$ cat src/rtl/elevator_pkg.sv
// Shared types and default sizing for the elevator request scheduler.
package elevator_pkg;

  localparam int NUM_FLOORS = 8;
  localparam int FLOOR_W    = 3;

  typedef enum logic [1:0] {
    DIR_IDLE = 2'd0,
    DIR_UP   = 2'd1,
    DIR_DOWN = 2'd2
  } dir_t;

  typedef enum logic [1:0] {
    IDLE       = 2'd0,
    SERVE_UP   = 2'd1,
    SERVE_DOWN = 2'd2,
    DOOR_OPEN  = 2'd3
  } sched_state_t;

endpackage

$ cat src/rtl/elevator_floor_search.sv
// Combinational LOOK search over the pending-call vector: nearest pending
// floor strictly above and strictly below the car, plus a hit on the car's
// own floor. Out-of-range car positions simply find nothing above/hit.
module elevator_floor_search #(
  parameter int NUM_FLOORS = elevator_pkg::NUM_FLOORS,
  parameter int FLOOR_W    = elevator_pkg::FLOOR_W
) (
  input  logic [NUM_FLOORS-1:0] pending,
  input  logic [FLOOR_W-1:0]    current_floor,
  output logic                  above_found,
  output logic [FLOOR_W-1:0]    above_floor,
  output logic                  below_found,
  output logic [FLOOR_W-1:0]    below_floor,
  output logic                  hit_found
);

  // Scan floors; the last match written wins, so scan direction picks nearest.
  always_comb begin
    // NOTE: every output gets a default before the loops so no path can
    // leave a value unassigned, which would otherwise infer a latch.
    above_found = 1'b0;
    above_floor = '0;
    below_found = 1'b0;
    below_floor = '0;
    hit_found   = 1'b0;
    // Descending scan: the lowest floor above the car is written last.
    for (int i = NUM_FLOORS - 1; i >= 0; i--) begin
      if (pending[i] && (i > int'(current_floor))) begin
        above_found = 1'b1;
        above_floor = FLOOR_W'(i);
      end
    end
    // Ascending scan: the highest floor below the car is written last.
    for (int i = 0; i < NUM_FLOORS; i++) begin
      if (pending[i] && (i < int'(current_floor))) begin
        below_found = 1'b1;
        below_floor = FLOOR_W'(i);
      end
      if (pending[i] && (i == int'(current_floor))) begin
        hit_found = 1'b1;
      end
    end
  end

endmodule

$ cat src/rtl/elevator_request_scheduler.sv
// LOOK-style elevator scheduler: latches floor calls, issues the nearest
// destination in the current sweep direction, and times the door dwell.
// All outputs are registered; next values are computed from next_state.
module elevator_request_scheduler #(
  parameter int NUM_FLOORS  = elevator_pkg::NUM_FLOORS,
  parameter int FLOOR_W     = elevator_pkg::FLOOR_W,
  parameter int DOOR_CYCLES = 4   // dwell length, must be at least 1
) (
  input  logic                  clk,
  input  logic                  rst,
  input  logic [NUM_FLOORS-1:0] call_req,
  input  logic [FLOOR_W-1:0]    current_floor,
  output logic                  target_valid,
  output logic [FLOOR_W-1:0]    target_floor,
  output logic [1:0]            direction,
  output logic                  door_open,
  output logic [NUM_FLOORS-1:0] pending
);

  import elevator_pkg::*;

  localparam int             CNT_W      = (DOOR_CYCLES > 1) ? $clog2(DOOR_CYCLES) : 1;
  localparam logic [CNT_W-1:0] DWELL_LOAD = CNT_W'(DOOR_CYCLES - 1);

  sched_state_t          state, state_next;
  dir_t                  dir_q, dir_next;
  logic [CNT_W-1:0]      dwell, dwell_next;
  logic [NUM_FLOORS-1:0] pending_next;
  logic                  target_valid_next;
  logic [FLOOR_W-1:0]    target_floor_next;
  logic                  door_open_next;

  logic                  above_found, below_found, hit_found;
  logic [FLOOR_W-1:0]    above_floor, below_floor;

  logic                  floor_ok;
  logic [NUM_FLOORS-1:0] cur_mask;
  logic                  arrive;
  logic                  cur_call;
  logic                  dwell_done;
  logic                  dwell_running;
  logic                  clear_cur;
  logic                  mask_call;

  elevator_floor_search #(
    .NUM_FLOORS (NUM_FLOORS),
    .FLOOR_W    (FLOOR_W)
  ) u_search (
    .pending       (pending),
    .current_floor (current_floor),
    .above_found   (above_found),
    .above_floor   (above_floor),
    .below_found   (below_found),
    .below_floor   (below_floor),
    .hit_found     (hit_found)
  );

  // A floor index the car controller should never report freezes the block.
  assign floor_ok   = int'(current_floor) < NUM_FLOORS;
  assign cur_mask   = NUM_FLOORS'(1) << current_floor;
  assign arrive     = (current_floor == target_floor) && hit_found;
  assign cur_call   = (state == DOOR_OPEN) && (|(call_req & cur_mask));
  assign dwell_done = (dwell == '0);

  // Door keeps counting down (no reload, no clear) while this is set.
  assign dwell_running = (state == DOOR_OPEN) && !cur_call && !dwell_done;
  // Fresh entry into DOOR_OPEN at this floor, including a re-open after a
  // finished dwell; a dwell reload by a repeat call is not an entry.
  assign clear_cur     = (state_next == DOOR_OPEN) &&
                         !((state == DOOR_OPEN) && (cur_call || !dwell_done));
  // Calls for the car's floor are absorbed while the door is, or becomes, open.
  assign mask_call     = (state == DOOR_OPEN) || clear_cur;
  assign direction     = dir_q;

  // State and output registers.
  always_ff @(posedge clk or posedge rst) begin
    if (rst) begin
      state        <= IDLE;
      pending      <= '0;
      target_valid <= 1'b0;
      target_floor <= '0;
      dir_q        <= DIR_IDLE;
      door_open    <= 1'b0;
      dwell        <= '0;
    end else begin
      // NOTE: non-blocking assignments so every register samples the
      // pre-edge values, independent of statement order.
      state        <= state_next;
      pending      <= pending_next;
      target_valid <= target_valid_next;
      target_floor <= target_floor_next;
      dir_q        <= dir_next;
      door_open    <= door_open_next;
      dwell        <= dwell_next;
    end
  end

  // Next-state selection: LOOK sweep with up priority on ties.
  always_comb begin
    state_next = state;
    if (floor_ok) begin
      unique case (state)
        IDLE: begin
          if (above_found)      state_next = SERVE_UP;
          else if (below_found) state_next = SERVE_DOWN;
          else if (hit_found)   state_next = DOOR_OPEN;
        end
        SERVE_UP: begin
          if (arrive)               state_next = DOOR_OPEN;
          else if (pending == '0)   state_next = IDLE;
          else if (above_found)     state_next = SERVE_UP;
          else if (below_found)     state_next = SERVE_DOWN;
          else                      state_next = DOOR_OPEN;
        end
        SERVE_DOWN: begin
          if (arrive)               state_next = DOOR_OPEN;
          else if (pending == '0)   state_next = IDLE;
          else if (below_found)     state_next = SERVE_DOWN;
          else if (above_found)     state_next = SERVE_UP;
          else                      state_next = DOOR_OPEN;
        end
        DOOR_OPEN: begin
          if (cur_call || !dwell_done) begin
            state_next = DOOR_OPEN;
          end else if (dir_q == DIR_DOWN) begin
            if (below_found)      state_next = SERVE_DOWN;
            else if (above_found) state_next = SERVE_UP;
            else if (hit_found)   state_next = DOOR_OPEN;
            else                  state_next = IDLE;
          end else begin
            if (above_found)      state_next = SERVE_UP;
            else if (below_found) state_next = SERVE_DOWN;
            else if (hit_found)   state_next = DOOR_OPEN;
            else                  state_next = IDLE;
          end
        end
        default: state_next = IDLE;
      endcase
    end
  end

  // Next values of the registered outputs, derived from the chosen state.
  always_comb begin
    pending_next      = pending;
    target_valid_next = target_valid;
    target_floor_next = target_floor;
    dir_next          = dir_q;
    door_open_next    = door_open;
    dwell_next        = dwell;
    if (floor_ok) begin
      pending_next = (pending  & ~(clear_cur ? cur_mask : '0)) |
                     (call_req & ~(mask_call ? cur_mask : '0));
      unique case (state_next)
        IDLE: begin
          target_valid_next = 1'b0;
          dir_next          = DIR_IDLE;
          door_open_next    = 1'b0;
          dwell_next        = '0;
        end
        SERVE_UP: begin
          target_valid_next = 1'b1;
          target_floor_next = above_floor;
          dir_next          = DIR_UP;
          door_open_next    = 1'b0;
        end
        SERVE_DOWN: begin
          target_valid_next = 1'b1;
          target_floor_next = below_floor;
          dir_next          = DIR_DOWN;
          door_open_next    = 1'b0;
        end
        DOOR_OPEN: begin
          target_valid_next = 1'b0;
          door_open_next    = 1'b1;
          dwell_next        = dwell_running ? (dwell - CNT_W'(1)) : DWELL_LOAD;
        end
        default: ;
      endcase
    end
  end

endmodule

$ cat config.mk
export PLATFORM = sky130hd
export DESIGN_NAME = elevator_request_scheduler
export DESIGN_NICKNAME = d
export VERILOG_FILES = /design/src/rtl/elevator_pkg.sv /design/src/rtl/elevator_floor_search.sv /design/src/rtl/elevator_request_scheduler.sv
export SDC_FILE = /design/constraint.sdc
export NUM_CORES = 1
export LEC_CHECK = 0
export BUFFER_PORTS_ARGS = -buffer_cell sky130_fd_sc_hd__buf_2
export CAP_MARGIN = 20
export CORE_MARGIN = 2
export CORE_UTILIZATION = 45
export DETAILED_ROUTE_END_ITERATION = 8
export GPL_TIMING_DRIVEN = 1
export PLACE_DENSITY = 0.68
export SLEW_MARGIN = 20
export SYNTH_ARGS = -nofsm -noshare
export SYNTH_HDL_FRONTEND = slang
export SYNTH_SLANG_ARGS = --single-unit
$ cat constraint.sdc
create_clock -name clk -period 5.2 [get_ports clk]
set_clock_uncertainty 0.05 [all_clocks]
set_input_delay 1.04 -clock clk [delete_from_list [all_inputs] [get_ports clk]]
set_output_delay 1.04 -clock clk [all_outputs]
set_load 0.02 [all_outputs]
==> impl_metrics.env <==
export IMPL_die_y_microns=61.93
export IMPL_ir_drop_mv=0.2042
export IMPL_synth_common_cells="dfrtp_1 (19), nor2_1 (17), inv_1 (14), nand2_1 (14), o21ai_0 (14)"
export IMPL_yosys_cell_types_count=47
export IMPL_tns_ns=0
export IMPL_min_period_ns=4.007
export IMPL_ys_warn_count=0
export IMPL_hold_viol=0
export IMPL_worstPathMaxFanout=29
export IMPL_cp_arrival_ns=4.17
export IMPL_syn_inst=182
export IMPL_post_cts_resize_count=0
export IMPL_ctsRootBufferMaster="clkbuf_4"
export IMPL_clk_latency_ns=0.31
export IMPL_hp_class="reg2reg"
export IMPL_fp_dieW_microns=61.93
export IMPL_drtIter0Drc=110
export IMPL_syn_area_per_cell_sq_um=8.298
export IMPL_initial_core_util_pct=45.98
export IMPL_cp_top_family="simple AND/OR/NAND/NOR gates"
export IMPL_drc=0
export IMPL_clkSinkCount=19
export IMPL_layout_drive_gt1_share_pct=20.30
export IMPL_globalplace_congestion=0.9494
export IMPL_dieArea_sq_um=3835
export IMPL_fin_ws_ns=1.193
export IMPL_start_kind="primary input"
export IMPL_p_total_uw=752.3
export IMPL_critical_path_most_common_cell="nor2_1"
export IMPL_final_nets=221
export IMPL_routed_wl_microns=3827
export IMPL_rr_worst_depth=11
export IMPL_antenna_found_initial=0
export IMPL_core_sq_um=3284
export IMPL_max_slew_margin_rel_pct=51.87
export IMPL_async_flop_share_pct=100.0
export IMPL_wire_per_inst_microns=15.43
export IMPL_grt_use_total_pct=21.64
export IMPL_synth_edff_count=0
export IMPL_dpl_hpwl_microns=2814
export IMPL_cts_hold_buf=0
export IMPL_drt_antenna_violating_nets=0
export IMPL_synth_ff_type="dfrtp_1"
export IMPL_cap_violations=0
export IMPL_fin_hold_ws_ns=0.4549
export IMPL_vias=1493
export IMPL_outcome="finished, final reports clean"
export IMPL_cts_tree="done"
export IMPL_post_route_util_pct=50.51
export IMPL_io_pins=28
export IMPL_synth_seq_cells=19
export IMPL_yosys_area_top_type_share_pct=31.48
export IMPL_tightest_slew_ns=0.7212
export IMPL_synthTopCellsByArea="dfrtp_1 (31%), a221o_1 (4.6%), o21ai_0 (4.6%)"
export IMPL_crit_cells=12
export IMPL_clock_path_buffers=2
export IMPL_pre_cts_ws_ns=0.9402
export IMPL_final_cell_area_sq_um=1659
export IMPL_postCtsSetupBuffers=0
export IMPL_cpPeakStageDelay_ns=0.61
export IMPL_grt_pass1_wl_microns=6223
export IMPL_fin_cells=248
export IMPL_seq_area_frac_synth_pct=31.48
export IMPL_cp_required_ns=5.36
export IMPL_critPathKind="in2reg"
export IMPL_grt_pass1_vias=1309
export IMPL_r2r_start="pending[7]"
export IMPL_rsz0062_at_grt="no"
export IMPL_grt_max_degree=30
export IMPL_core_rowCount=21
export IMPL_path_clk_slew_ns=0.13
export IMPL_leakage_nw=0.7088
export IMPL_synth_top_area_cell="dfrtp_1"
export IMPL_yosysMostFrequentCell="dfrtp_1"
export IMPL_reg2reg_slack_ns=1.84
export IMPL_cp_slowest_cell="or4_1"
export IMPL_crit_path_end="target_floor[0]"
export IMPL_path_cells="buf_2 > nand2_1 > o22ai_1 > o211ai_1 > nor2_1 > nor2_1 > or4_1 > ha_1 > inv_1 > a31oi_1 > nand3_1 > o32a_1"
export IMPL_worst_setup_path_end_kind="flip-flop"
export IMPL_globalRouteOverflowTotal=0
export IMPL_portBuffers=27
export IMPL_place_inst=244
export IMPL_rr_endpoint="target_floor[0]"
export IMPL_crit_start="current_floor[2]"
export IMPL_syn_to_final_growth_pct=9.859
export IMPL_timing_final_max_slew_violations=0
export IMPL_cts_made_buffers=3
export IMPL_placed_area_sq_um=1632
export IMPL_antennaDiodeCount=0
export IMPL_max_freq_ghz=0.2495
export IMPL_crit_buf_inv=2
export IMPL_synth_area_sq_um=1510
export IMPL_pwr_density_cell_nw_per_um2=453.5
export IMPL_drt_pass1_iterations=4
export IMPL_viasPerCell=6.020
export IMPL_syn_nets=200
export IMPL_setup_viol_count_final=0
export IMPL_cts_max_level=1
export IMPL_timing_final_crit_share_pct=77.07
-- how the worst min path moves through the flow --
stage / start / endpoint / slack, ns / depth (start not counted)
after floorplan: dwell[0] / dwell[0] / 0.40 / 2
after CTS: dwell[0] / dwell[0] / 0.46 / 2
final: dwell[0] / dwell[0] / 0.45 / 2
after global placement: dwell[1] / dwell[1] / 0.43 / 2
after detailed placement: dwell[0] / dwell[0] / 0.43 / 2
after global routing: dwell[0] / dwell[0] / 0.47 / 2
-- final cells by class --
class                   count  area (sq um)
inverters                  14         52.55
fillers                   319          1625
multi-input cells         138         910.9
well taps                  46         57.56
clock inverters             1         5.005
clock buffers               3         22.52
repair buffers             27         135.1
flip-flops and latches     19         475.5
-- sequential cells by signal (all words and copies together), names as in the netlist --
| signal | flops |
|---|---|
| pending | 8 |
| target_floor | 3 |
| direction | 2 |
| dwell | 2 |
| state | 2 |
| door_open | 1 |
| target_valid | 1 |
-- tightest hold or removal path, stage by stage, from the launching register on --
cell and delay [ns]:
dfrtp_1 0.36, nand2_1 0.05, o21ai_0 0.06
-- placed cells by master (no fill, tap or decap), types with 2 or more instances in the layout --
cell type	n
nand3_1	3
a32oi_1	2
nor2_1	17
nand2b_1	2
and3_1	2
o22ai_1	4
a22oi_1	2
mux2i_1	6
a32o_1	2
mux2_2	2
a31oi_1	4
o32a_1	2
nor2b_1	6
nand2_1	14
xor2_1	3
buf_2	27
clkbuf_4	3
ha_1	5
a221o_1	7
dfrtp_1	19
inv_1	14
nor4_1	2
nor3_1	5
a21oi_1	13
o21ai_0	14
o211ai_1	2
-- per-layer routing --
metal	wire length, microns	part of all wire (%)	GRT usage, %	vias up
met5	0	0	0	-
met4	64	1.7	6.991	0
met3	251	6.6	3.727	8
met2	1728	45	33.38	61
met1	1781	47	30.72	704
li1	-	-	-	720
-- report_power, final --
part | switching, mW | internal [mW] | total (mW)
logic | 0.255 | 0.164 | 0.419
clock network | 0.0524 | 0.0287 | 0.0812
registers | 0.0551 | 0.197 | 0.253
-- kinds of logic after synthesis --
group	count (synthesis)	share of synthesized area (%)
AO/OA/AOI/OAI	62	28.83
AND/OR/NAND/NOR	59	19.14
adder cells (fa/ha/maj)	5	4.143
buffers and inverters	25	8.202
flip-flops	19	31.48
XOR/XNOR	3	1.740
multiplexers	9	6.462
Note: power is estimated with default switching activity, not from simulation.
